==> src/rtl/interrupt_priority_unit_if.sv <==
// Request/priority bundle between the 8259 control block and
// the interrupt priority unit.
interface interrupt_priority_unit_if;
    logic [7:0] irq_in;
    logic       level_or_edge_triggered;
    logic       clear_state;
    logic [7:0] int_mask;
    logic       special_mask_mode;
    logic [7:0] eoi;
    logic       latch_in_service;
    logic       freeze;
    logic       priority_rotate;
    logic [2:0] rotate_to;
    logic       auto_rotate;
    logic [7:0] interrupt_request_reg;
    logic [7:0] in_service_reg;
    logic [7:0] highest_level_in_service;
    logic [7:0] interrupt_to_service;
    logic [2:0] vector_level;
    logic       interrupt;

    modport master (
        output irq_in, level_or_edge_triggered, clear_state,
        output int_mask, special_mask_mode, eoi,
        output latch_in_service, freeze,
        output priority_rotate, rotate_to, auto_rotate,
        input  interrupt_request_reg, in_service_reg,
        input  highest_level_in_service,
        input  interrupt_to_service, vector_level, interrupt
    );

    modport slave (
        input  irq_in, level_or_edge_triggered, clear_state,
        input  int_mask, special_mask_mode, eoi,
        input  latch_in_service, freeze,
        input  priority_rotate, rotate_to, auto_rotate,
        output interrupt_request_reg, in_service_reg,
        output highest_level_in_service,
        output interrupt_to_service, vector_level, interrupt
    );
endinterface

==> src/rtl/interrupt_priority_unit.sv <==
// 8259 request/priority stage: IR sync, IRR/ISR and fixed or
// rotating priority resolution feeding the control block.
module interrupt_priority_unit #(
    parameter int NUM_IRQ     = 8,
    parameter int SYNC_STAGES = 2
) (
    input  logic                    clk,
    input  logic                    reset_n,
    interrupt_priority_unit_if.slave bus
);
    typedef logic [NUM_IRQ-1:0] vec_t;

    function automatic vec_t rot_r(input vec_t v, input logic [2:0] s);
        logic [2*NUM_IRQ-1:0] w;
        w = {v, v} >> s;
        return w[NUM_IRQ-1:0];
    endfunction

    function automatic vec_t rot_l(input vec_t v, input logic [2:0] s);
        logic [2*NUM_IRQ-1:0] w;
        w = {v, v} << s;
        return w[2*NUM_IRQ-1:NUM_IRQ];
    endfunction

    function automatic vec_t low_bit(input vec_t v);
        return v & (~v + vec_t'(1));
    endfunction

    function automatic logic [2:0] encode(input vec_t v);
        logic [2:0] r;
        r = '0;
        for (int i = 0; i < NUM_IRQ; i++)
            if (v[i]) r = r | 3'(i);
        return r;
    endfunction

    vec_t       sync_q [SYNC_STAGES];
    vec_t       irq_s;
    vec_t       irq_d;
    vec_t       irr_q;
    vec_t       irr_nxt;
    vec_t       isr_q;
    vec_t       its_q;
    vec_t       hlis;
    vec_t       req_r;
    vec_t       blk_r;
    vec_t       allow_r;
    vec_t       win;
    vec_t       eoi_top;
    logic [2:0] vl_q;
    logic [2:0] lowest_q;
    logic [2:0] shift;
    logic       int_q;
    logic       level;

    assign irq_s = sync_q[SYNC_STAGES-1];
    assign level = bus.level_or_edge_triggered;
    assign shift = lowest_q + 3'd1;

    always_ff @(posedge clk or negedge reset_n) begin
        if (!reset_n) begin
            for (int i = 0; i < SYNC_STAGES; i++)
                sync_q[i] <= '0;
        end else begin
            sync_q[0] <= bus.irq_in;
            for (int i = 1; i < SYNC_STAGES; i++)
                sync_q[i] <= sync_q[i-1];
        end
    end

    // Level mode never clears on latch: the pin is simply re-sampled.
    always_comb begin
        irr_nxt = irr_q;
        for (int i = 0; i < NUM_IRQ; i++) begin
            if (bus.latch_in_service && its_q[i] && !level)
                irr_nxt[i] = 1'b0;
            else if (!irq_s[i])
                irr_nxt[i] = 1'b0;
            else if (level || !irq_d[i])
                irr_nxt[i] = 1'b1;
        end
    end

    // Work in the rotated domain so bit 0 is always the top level.
    always_comb begin
        req_r = rot_r(irr_q & ~bus.int_mask, shift);
        if (bus.special_mask_mode)
            blk_r = low_bit(rot_r(isr_q & ~bus.int_mask, shift));
        else
            blk_r = low_bit(rot_r(isr_q, shift));
        allow_r = (blk_r == '0) ? '1 : blk_r - vec_t'(1);
        win     = rot_l(low_bit(req_r & allow_r), shift);
        hlis    = rot_l(low_bit(rot_r(isr_q, shift)), shift);
        eoi_top = rot_l(low_bit(rot_r(bus.eoi, shift)), shift);
    end

    always_ff @(posedge clk or negedge reset_n) begin
        if (!reset_n) begin
            irr_q    <= '0;
            irq_d    <= '0;
            isr_q    <= '0;
            its_q    <= '0;
            vl_q     <= '0;
            int_q    <= 1'b0;
            lowest_q <= 3'd7;
        end else if (bus.clear_state) begin
            irr_q    <= '0;
            irq_d    <= '0;
            isr_q    <= '0;
            its_q    <= '0;
            vl_q     <= '0;
            int_q    <= 1'b0;
            lowest_q <= 3'd7;
        end else begin
            irq_d <= irq_s;
            isr_q <= (isr_q & ~bus.eoi)
                   | (bus.latch_in_service ? its_q : '0);
            if (!bus.freeze) begin
                irr_q <= irr_nxt;
                its_q <= win;
                vl_q  <= encode(win);
                int_q <= |win;
            end
            if (bus.priority_rotate)
                lowest_q <= bus.rotate_to;
            else if (bus.auto_rotate && |bus.eoi)
                lowest_q <= encode(eoi_top);
        end
    end

    assign bus.interrupt_request_reg    = irr_q;
    assign bus.in_service_reg           = isr_q;
    assign bus.highest_level_in_service = hlis;
    assign bus.interrupt_to_service     = its_q;
    assign bus.vector_level             = vl_q;
    assign bus.interrupt                = int_q;
endmodule

==> src/flat_wrapper.sv <==
// flat-port wrapper written by rule: the top's interface ports become plain ports
module interrupt_priority_unit_flat 
#(
    parameter int NUM_IRQ     = 8,
    parameter int SYNC_STAGES = 2
)
  (clk, reset_n, bus_irq_in, bus_level_or_edge_triggered, bus_clear_state, bus_int_mask, bus_special_mask_mode, bus_eoi, bus_latch_in_service, bus_freeze, bus_priority_rotate, bus_rotate_to, bus_auto_rotate, bus_interrupt_request_reg, bus_in_service_reg, bus_highest_level_in_service, bus_interrupt_to_service, bus_vector_level, bus_interrupt);
  interrupt_priority_unit_if bus_i ();
  input  logic clk;
  input  logic reset_n;
  input wire logic [$bits(bus_i.irq_in)-1:0] bus_irq_in;
  input wire logic [$bits(bus_i.level_or_edge_triggered)-1:0] bus_level_or_edge_triggered;
  input wire logic [$bits(bus_i.clear_state)-1:0] bus_clear_state;
  input wire logic [$bits(bus_i.int_mask)-1:0] bus_int_mask;
  input wire logic [$bits(bus_i.special_mask_mode)-1:0] bus_special_mask_mode;
  input wire logic [$bits(bus_i.eoi)-1:0] bus_eoi;
  input wire logic [$bits(bus_i.latch_in_service)-1:0] bus_latch_in_service;
  input wire logic [$bits(bus_i.freeze)-1:0] bus_freeze;
  input wire logic [$bits(bus_i.priority_rotate)-1:0] bus_priority_rotate;
  input wire logic [$bits(bus_i.rotate_to)-1:0] bus_rotate_to;
  input wire logic [$bits(bus_i.auto_rotate)-1:0] bus_auto_rotate;
  output wire logic [$bits(bus_i.interrupt_request_reg)-1:0] bus_interrupt_request_reg;
  output wire logic [$bits(bus_i.in_service_reg)-1:0] bus_in_service_reg;
  output wire logic [$bits(bus_i.highest_level_in_service)-1:0] bus_highest_level_in_service;
  output wire logic [$bits(bus_i.interrupt_to_service)-1:0] bus_interrupt_to_service;
  output wire logic [$bits(bus_i.vector_level)-1:0] bus_vector_level;
  output wire logic [$bits(bus_i.interrupt)-1:0] bus_interrupt;
  assign bus_i.irq_in = bus_irq_in;
  assign bus_i.level_or_edge_triggered = bus_level_or_edge_triggered;
  assign bus_i.clear_state = bus_clear_state;
  assign bus_i.int_mask = bus_int_mask;
  assign bus_i.special_mask_mode = bus_special_mask_mode;
  assign bus_i.eoi = bus_eoi;
  assign bus_i.latch_in_service = bus_latch_in_service;
  assign bus_i.freeze = bus_freeze;
  assign bus_i.priority_rotate = bus_priority_rotate;
  assign bus_i.rotate_to = bus_rotate_to;
  assign bus_i.auto_rotate = bus_auto_rotate;
  assign bus_interrupt_request_reg = bus_i.interrupt_request_reg;
  assign bus_in_service_reg = bus_i.in_service_reg;
  assign bus_highest_level_in_service = bus_i.highest_level_in_service;
  assign bus_interrupt_to_service = bus_i.interrupt_to_service;
  assign bus_vector_level = bus_i.vector_level;
  assign bus_interrupt = bus_i.interrupt;
  interrupt_priority_unit #(.NUM_IRQ(NUM_IRQ), .SYNC_STAGES(SYNC_STAGES)) u_core (.clk(clk), .reset_n(reset_n), .bus(bus_i));
endmodule
==> config.mk <==
export PLATFORM = sky130hd
export DESIGN_NAME = interrupt_priority_unit_flat
export DESIGN_NICKNAME = d
export VERILOG_FILES = /design/src/rtl/interrupt_priority_unit_if.sv /design/src/rtl/interrupt_priority_unit.sv /design/src/flat_wrapper.sv
export SDC_FILE = /design/constraint.sdc
export NUM_CORES = 1
export LEC_CHECK = 0
export ABC_AREA = 1
export BUFFER_PORTS_ARGS = -buffer_cell sky130_fd_sc_hd__buf_2
export CAP_MARGIN = 15
export CORE_MARGIN = 4
export CORE_UTILIZATION = 59
export DETAILED_ROUTE_END_ITERATION = 12
export PLACE_DENSITY = 0.85
export REMOVE_ABC_BUFFERS = 1
export SLEW_MARGIN = 15
export SYNTH_ARGS = -nofsm -noshare
export SYNTH_HDL_FRONTEND = slang
export SYNTH_SLANG_ARGS = --single-unit
export TNS_END_PERCENT = 100
==> constraint.sdc <==
create_clock -name clk -period 4.2 [get_ports clk]
set_input_delay 0 -clock clk [delete_from_list [all_inputs] [get_ports clk]]
set_output_delay 0 -clock clk [all_outputs]
set_load 0.03 [all_outputs]
==> metrics.yaml <==
wl_per_cell_um: 14.5
drc: 0
max_cap_viol_count: 0
cp.required_ns: 4.45
antenna_found_initial: 0
grt_pass1_vias: 5202
clk_path_buf_depth: 2
outcome: "completed"
fin_crit_sh: 0.882
ys_types: 37
clk_pin_slew_worst_paths_ns: 0.10
num_rows: 32
worst_pin_slew_ns: 0.812
nNetsFinal: 886
grt_pass1_wl_um: 23300
die-area_um2: 9690
seq_area_um2: 1380
dp_hpwl_um: 10200
gp_congestion: 0.894
worstPathArrival_ns: 3.95
clk_latency_ns: 0.31
synth-seq-area-share: 0.286
yosys_most_used_dff: "dfrtp_1"
hold_slack_ns: 0.0209
relSlewSlack: 0.457
criticalPathCategory: "flop to flop"
antennaDiodeCount: 0
ant_nets: 0
fill_cells: 704
cts_sinks: 55
overflow: 0
core_um2: 7850
ios: 72
netlist.top_cell.by_area: "dfrtp_1"
die_height_um: 98.5
setup_violations: 0
fmax_mhz: 270
die_width_um: 98.5
post-route-util: 0.695
syn_area_um2: 4830
multi_input_area_um2: 2920
synthTopCellsByArea: "dfrtp_1 27%, nand2_1 20%, nand3_1 11%"
cts_tree: "yes"
drt_iter0_markers: 334
vias: 5432
finClkSkew_ns: 0.0106
finalHoldViolCount: 0
syn-instance-count: 786
slew_viol_final: 0
hp-class: "input port to flop"
avgViaCountPerCell: 5.72
io_buffers: 71
fin_area_um2: 5460
ys_seq_elements: 55
dpl-instance-area_um2: 5140
postSynthAreaPerCell_um2: 6.14
critPathCaptureType: "flop"
wirelength_um: 13700
crit_fanout: 46
async_reset_ff_frac: 1.00
synth_top_area_frac: 0.270
cts_setup_buffers: 0
layout_min_cycle_time_ns: 3.70
yosysWarnings: 0
track_usage: 0.285
worstSetupStartpointType: "flop"
area_growth_pct: 13.0
setup-tns-final_ns: 0
start_util: 0.615
drive_gt1_frac: 0.152
grt_max_degree: 67
cts_root_buffer: "clkbuf_8"
cts_buffers: 5
h-tree-depth: 2
firstDrtPassIters: 5
rsz0062_at_grt: "no"
synth_edf_count: 0
[cells in the mapped netlist (10+ instances only)]
cell	number
inv_1	80
nand2_2	11
a21oi_1	13
nand2_1	260
nor2_1	54
buf_2	15
nand3_1	108
dfrtp_1	52
nand4_1	13
mux2i_1	10
o21ai_0	81
[per-stage QoR]
| stage | setup slack, ns | cells |
|---|---|---|
| global route | 0.0584 | 950 |
| floorplan | -1.37 | 746 |
| CTS | 0.319 | 950 |
| detailed placement | 0.337 | 927 |
| finish | 0.496 | 950 |
| global placement | 0.431 | 927 |
[what timing repair did]
item,CTS,global route
hold buffers,15,0
setup endpoints to repair,0,12
gates resized for setup,0,14
endpoints found under the hold margin,66,0
[cell usage in the layout, fill, tap and decap left out, types with 2 or more instances in the layout]
cell type / synthesis / routed
dfstp_2: 3 / 3
nand3_1: 108 / 108
inv_2: 2 / 2
nor2_4: 2 / 2
dfrtp_1: 52 / 52
o21ai_1: 6 / 7
ha_1: 3 / 2
nor3_1: 4 / 4
mux2i_1: 10 / 10
buf_2: 15 / 71
nand2_2: 11 / 11
o21ai_0: 81 / 80
dlygate4sd3_1: 0 / 15
a31oi_1: 6 / 6
nand2_4: 2 / 2
inv_1: 80 / 80
o31ai_1: 2 / 2
buf_4: 7 / 4
clkbuf_8: 0 / 5
nand4_1: 13 / 13
a21oi_1: 13 / 13
a22o_1: 8 / 8
nor2_1: 54 / 54
buf_6: 4 / 3
nor2_2: 8 / 8
nand3_2: 8 / 8
nand2_1: 260 / 260
[metal layers]
| layer | GRT usage | routed length [µm] | vias up |
|---|---|---|---|
| met4 | 0.126 | 521 | 0 |
| met3 | 0.0304 | 869 | 56 |
| met2 | 0.497 | 6780 | 240 |
| met1 | 0.356 | 5580 | 2454 |
| met5 | 0 | 0 | - |
| li1 | - | - | 2682 |
[critical path: stages, from the launching register on]
cell and delay, ns:
dfstp_2 0.58, ha_2 0.18, nor2_1 0.05, nor2_2 0.15, buf_6 0.33, nand3_1 0.17, nand2_2 0.12, nor2_1 0.10
a22oi_2 0.22, ha_1 0.22, nand3_1 0.11, inv_1 0.07, nand2_1 0.04, nor2_1 0.14, nor2_1 0.06, nand2_1 0.07
nand2_2 0.10, nor3_2 0.23, nand2_1 0.09, nand3_1 0.10, nand3_1 0.09, nand2_1 0.13, nor2_1 0.05, nand2_1 0.06
nand2_1 0.07, nand3_2 0.11
[final cells by class]
| type | count | area share |
|---|---|---|
| Multi-Input combinational cell | 608 | 0.534 |
| Sequential cell | 55 | 0.253 |
| Timing Repair Buffer | 94 | 0.108 |
| Inverter | 83 | 0.0594 |
| Tap cell | 102 | 0.0234 |
| Clock buffer | 5 | 0.0126 |
| Clock inverter | 3 | 0.00917 |
[logic make-up (layout without fill, tap and decap cells)]
kind of cell    Yosys count  in the layout  synth area share
compound gates          121            121             0.137
mux                      10             10            0.0207
xor+xnor                  1              1           0.00181
flops                    55             55             0.286
fa+ha+maj                 3              3           0.00778
simple gates            473            473             0.435
buf+inv                 123            185             0.112
[worst paths after layout]
| check | start | end | slack, ns | depth (start not counted) |
|---|---|---|---|---|
| max | u_core.lowest_q[0]$_DFFE_PN1P_ | u_core.bus.interrupt$_DFFE_PN0P_ | 0.50 | 25 |
| min reg2reg | u_core.sync_q[13]$_DFF_PN0_ | u_core.irq_s[5]$_DFF_PN0_ | 0.36 | 0 |
| min in group asynchronous | reset_n | u_core.sync_q[8]$_DFF_PN0_ | 0.36 | 3 |
| max in group asynchronous | reset_n | u_core.bus.interrupt_to_service[2]$_DFFE_PN0P_ | 3.41 | 3 |
| min | bus_eoi[0] | u_core.bus.in_service_reg[0]$_DFF_PN0_ | 0.02 | 4 |
| max reg2reg | u_core.lowest_q[0]$_DFFE_PN1P_ | u_core.bus.interrupt$_DFFE_PN0P_ | 0.50 | 25 |
Power is left out: the tool's default activity adds up to more than one toggle a clock period on the data nets, which glitch-free logic cannot reach.
